### src/rtl/arith_pkg.sv
// arith_pkg: shared state encoding and default width for the serial arithmetic helpers
package arith_pkg;

    localparam int DEF_WIDTH = 8;

    typedef enum logic [1:0] {
        S_IDLE = 2'd0,
        S_RUN  = 2'd1,
        S_DONE = 2'd2
    } state_e;

endpackage

### src/rtl/full_subtractor.sv
// full_subtractor: one-bit full subtractor cell computing a - b - bin
module full_subtractor (
    input  logic a,
    input  logic b,
    input  logic bin,
    output logic d,
    output logic bout
);

    assign d    = a ^ b ^ bin;
    assign bout = (~a & b) | (~a & bin) | (b & bin);

endmodule

### src/rtl/serial_subtractor.sv
// serial_subtractor: bit-serial LSB-first a - b with start/busy/done handshake
module serial_subtractor
    import arith_pkg::*;
#(
    parameter int WIDTH = DEF_WIDTH,
    localparam int CNT_W = $clog2(WIDTH + 1)
) (
    input  logic             clk,
    input  logic             rst,
    input  logic             start,
    input  logic [WIDTH-1:0] a,
    input  logic [WIDTH-1:0] b,
    output logic             busy,
    output logic             done,
    output logic [WIDTH-1:0] diff,
    output logic             bout,
    output logic             zero
);

    state_e             state_q, state_d;
    logic [WIDTH-1:0]   sa_q, sa_d;
    logic [WIDTH-1:0]   sb_q, sb_d;
    logic [WIDTH-1:0]   rs_q, rs_d;
    logic               borrow_q, borrow_d;
    logic [CNT_W-1:0]   cnt_q, cnt_d;
    logic [WIDTH-1:0]   diff_q, diff_d;
    logic               bout_q, bout_d;
    logic               zero_q, zero_d;
    logic               fs_d, fs_b;
    logic               last;

    full_subtractor u_fs (
        .a    (sa_q[0]),
        .b    (sb_q[0]),
        .bin  (borrow_q),
        .d    (fs_d),
        .bout (fs_b)
    );

    assign last = cnt_q == CNT_W'(WIDTH - 1);
    assign busy = state_q == S_RUN;
    assign done = state_q == S_DONE;
    assign diff = diff_q;
    assign bout = bout_q;
    assign zero = zero_q;

    // Next-state: capture operands on start, shift one bit per RUN cycle, publish on the last bit
    always_comb begin
        state_d  = state_q;
        sa_d     = sa_q;
        sb_d     = sb_q;
        rs_d     = rs_q;
        borrow_d = borrow_q;
        cnt_d    = cnt_q;
        diff_d   = diff_q;
        bout_d   = bout_q;
        zero_d   = zero_q;
        case (state_q)
            S_IDLE: begin
                if (start) begin
                    sa_d     = a;
                    sb_d     = b;
                    borrow_d = 1'b0;
                    cnt_d    = '0;
                    state_d  = S_RUN;
                end
            end
            S_RUN: begin
                sa_d     = sa_q >> 1;
                sb_d     = sb_q >> 1;
                rs_d     = {fs_d, rs_q[WIDTH-1:1]};
                borrow_d = fs_b;
                cnt_d    = cnt_q + CNT_W'(1);
                if (last) begin
                    diff_d  = rs_d;
                    bout_d  = fs_b;
                    zero_d  = rs_d == '0;
                    state_d = S_DONE;
                end
            end
            S_DONE:  state_d = S_IDLE;
            default: state_d = S_IDLE;
        endcase
    end

    // State register; reset aborts any operation and clears the published result
    always_ff @(posedge clk) begin
        if (rst) begin
            state_q  <= S_IDLE;
            sa_q     <= '0;
            sb_q     <= '0;
            rs_q     <= '0;
            borrow_q <= 1'b0;
            cnt_q    <= '0;
            diff_q   <= '0;
            bout_q   <= 1'b0;
            zero_q   <= 1'b0;
        end else begin
            state_q  <= state_d;
            sa_q     <= sa_d;
            sb_q     <= sb_d;
            rs_q     <= rs_d;
            borrow_q <= borrow_d;
            cnt_q    <= cnt_d;
            diff_q   <= diff_d;
            bout_q   <= bout_d;
            zero_q   <= zero_d;
        end
    end

endmodule

### config.mk
export PLATFORM = sky130hd
export DESIGN_NAME = serial_subtractor
export DESIGN_NICKNAME = d
export VERILOG_FILES = /design/src/rtl/arith_pkg.sv /design/src/rtl/full_subtractor.sv /design/src/rtl/serial_subtractor.sv
export SDC_FILE = /design/constraint.sdc
export NUM_CORES = 1
export LEC_CHECK = 0
export ABC_AREA = 1
export BUFFER_PORTS_ARGS = -buffer_cell sky130_fd_sc_hd__buf_2
export CAP_MARGIN = 10
export CORE_MARGIN = 10
export CORE_UTILIZATION = 49
export CTS_CLUSTER_SIZE = 40
export DETAILED_ROUTE_END_ITERATION = 6
export PLACE_DENSITY = 0.77
export SYNTH_ARGS = -nofsm -noshare
export SYNTH_HDL_FRONTEND = slang
export SYNTH_HIERARCHICAL = 1
export SYNTH_SLANG_ARGS = --single-unit
### constraint.sdc
create_clock -name clk -period 1.2 [get_ports clk]
set_input_delay 0.18 -clock clk [delete_from_list [all_inputs] [get_ports clk]]
set_output_delay 0.18 -clock clk [all_outputs]
set_load 0.01 [all_outputs]
==> key figures <==
Status
  • Outcome: complete, but fails checks
  • Failing checks: negative setup slack

Timing
  • Final min period: 1340 ps
  • Final Hold Viols: 0
  • Max frequency: 744 MHz
  • Clk_skew: 5.22 ps
  • Total negative slack: -635 ps
  • Slew @ Worst Pin: 274 ps
  • Worst setup margin: -144 ps
  • Period Utilization, post-route: 1.12
  • Slew Viols, Final: 0
  • Final setup viols: 17
  • Slew headroom: 0.816
  • RSZ-0062 raised after global routing: true

Global route
  • GRT Total Usage: 0.143
  • Antenna violations before repair: 0
  • Grt total ovfl: 0
  • Vias in the first global route: 1674
  • Largest net degree at the start of global routing: 30
  • First-pass GRT wire length: 7.37 mm

Clock tree
  • Reg clk slew, reported paths: 120 ps
  • Maximum root-to-sink buffer count: 2
  • CTS H-tree lvls: 2
  • CTS tree: built
  • CTS Root Cell: clkbuf_4
  • Clock Latency Late Sink: 340 ps
  • Num Clock Sinks: 40
  • Clock buffer count from CTS: 5

Die
  • I/O pin count: 31
  • Die Wd: 78.9 um
  • Initial core utilization: 0.510
  • Die ar.: 6230 um^2
  • Core ar.: 3340 um^2
  • Rows: 21
  • Die height: 78.9 um

Route
  • WL/cell: 14.5 um
  • Total number of vias: 1708
  • Drt drc: 0
  • Via density: 5.26
  • Number of DRC markers in iteration 0: 115
  • First-pass iteration count of the detailed router: 4
  • DRT Wirelength: 4.70 mm
  • Routed Antenna Nets: 0

Worst setup path
  • Worst r2r dst: zero
  • Critical path endpoint category: flip-flop
  • R2r setup slk: -140 ps
  • R2R Path Start: borrow_q
  • CP required: 1490 ps
  • Startpoint Class: flip-flop
  • Worst r2r path cells: 7
  • CP Class: reg2reg
  • CP arrival: 1640 ps
  • CP max FO: 2

Yosys
  • Largest family of logic cells by synthesized area: simple AND/OR/NAND/NOR gates
  • Post-synthesis adder-cell area fraction: 0.0191
  • Synth Area in XOR/XNOR: 0
  • Simple-gate share of the synthesized area: 0.313
  • Synthesized instance count: 228
  • Synthesized area: 1700 um^2
  • Synth Area in Compound Gates: 0.116
  • Synth warn: 6
  • Syn_area_per_cell: 7.46 um^2
  • Syn_nets: 249
  • Flops & latches, synth: 40
  • Seq/Total Area, Yosys: 0.471
  • Yosys cell types: 21
  • Multiplexer share of the synthesized area: 0

Layout
  • Layout cells sized above 1: 0.409
  • Layout overhead on the synthesized area: 44.5%
  • Register area: 813 um^2
  • Multi-input logic area: 986 um^2
  • Ant diodes: 0
  • Filler Cell Count: 261
  • Post-Layout Cell Count: 325
  • Nets: 300

Power and ir drop
  • Power density cells: 1200 nW/um^2
  • Worst vdd ir: 828 uV
  • Final Power: 2.96 mW
  • Leak: 1.12 nW

Placement
  • Port Buffer Count: 30
  • Placed instance count: 307
  • Setup WS pre-CTS: -127 ps
  • Final GP Congestion: 0.766
  • HPWL after detailed placement: 2.79 mm

Min path
  • Hold path cells: 3
  • Hold Path Sink: sa_q[7]
  • Hold path start: a[7]
  • Worst min path class: in2reg

Run
  • MaxCap Viol Count: 0
cells by family (layout without fill, tap and decap cells):
kind of cell,Yosys count,in the layout
adders and majority gates,2,2
AOI/OAI and AO/OA,35,35
DFF,40,40
and+or+nand+nor,121,123
buffers and inverters,30,79
repair_timing:
action / in CTS / in global routing
pin swaps: 5 / 19
buffers inserted: 3 / 4
endpoints found under the setup margin: 16 / 33
cloned: 2 / 2
hold buffers: 0 / 0
resized for setup: 17 / 52
final cells by class:
type                       instances  share of cell area
clock buffer                       5              0.0153
clock inverter                     2              0.0244
inverter                          17              0.0280
multi-input combinational        160               0.401
sequential                        40               0.331
tap                               46              0.0234
timing repair buffer              55               0.177
flip-flops by register name, indices dropped and copies added, names as in the netlist:
signal    count
cnt_q         4
borrow_q      1
zero          1
sb_q          8
sa_q          8
diff          8
state_q       2
bout          1
rs_q          7
through the flow:
step,hold WS (ps),instance area (um^2),utilization
after global placement,440,1980,0.594
after CTS,70.4,2160,0.647
after detailed placement,450,1980,0.594
after global routing,61.7,2460,0.736
after floorplan,249,1700,-
final,81.5,2460,0.736
critical path: stages, from the launching register on:
cell	delay [ps]
dfxtp_2	350
fa_1	550
inv_2	50
inv_2	50
nand2_1	40
nor2_1	80
nand2_1	70
a21oi_2	110
cell usage after synthesis:
library cell   n  area share
o21ai_0       18       0.053
a21oi_1        7       0.021
inv_2          2      0.0044
nor2_1        37       0.082
buf_2          5       0.015
o21ai_1        1      0.0029
fa_1           1       0.012
nand2_2        3       0.011
ha_1           1      0.0074
nor2_4         2       0.013
nor3_1         1      0.0029
a211oi_2       1      0.0074
nand2_1       35       0.077
nand3_1       42        0.12
clkbuf_1       3      0.0066
o211a_1        1      0.0059
inv_1         15       0.033
dfxtp_1       40        0.47
nor2_2         1      0.0037
buf_4          5       0.022
a31oi_1        7       0.026
metal layers:
layer	share of wire	wire length [um]	global-route usage	vias to the layer above
met3	0.063	297	0.0507	4
li1	-	-	-	851
met4	0.0089	42	0.0448	0
met5	0	0	0	-
met2	0.51	2400	0.252	51
met1	0.42	1960	0.156	802
how the worst max path moves through the flow:
stage              from  endpoint  cells past startpoint
5_1_grt        borrow_q      zero                      7
3_5_place_dp   borrow_q      zero                      7
4_1_cts        borrow_q      zero                      7
3_3_place_gp   borrow_q      zero                      7
6_report       borrow_q      zero                      7
2_1_floorplan  borrow_q      zero                      7
layout by cell type (no fill, tap or decap):
cell	Yosys	final
clkbuf_16	0	2
a21oi_1	7	6
nor2_4	2	4
o21ai_1	1	4
inv_4	0	2
dfxtp_1	40	34
a211oi_2	1	1
dfxtp_2	0	4
nand3_4	0	4
buf_4	5	16
nand2_1	35	34
fa_1	1	1
buf_12	0	2
inv_2	2	3
o211a_1	1	1
dfxtp_4	0	2
o21ai_2	0	4
inv_1	15	12
a21oi_2	0	1
nand2_2	3	1
nand3_2	0	18
a31oi_1	7	7
nor2_2	1	3
nor2_1	37	34
nand2_4	0	4
nor3_1	1	1
ha_4	0	1
o21ai_0	18	11
clkbuf_4	0	5
nand3_1	42	20
buf_8	0	3
buf_6	0	3
bufinv_16	0	2
buf_2	5	29
report_power, final:
group	leakage [nW]	internal, mW	switching (mW)
clock	0.0513	0.638	0.435
sequential	0.330	1.38	0.0434
combinational	0.736	0.217	0.244
total	1.12	2.24	0.722
No activity file was read; power rests on OpenSTA's default activity.
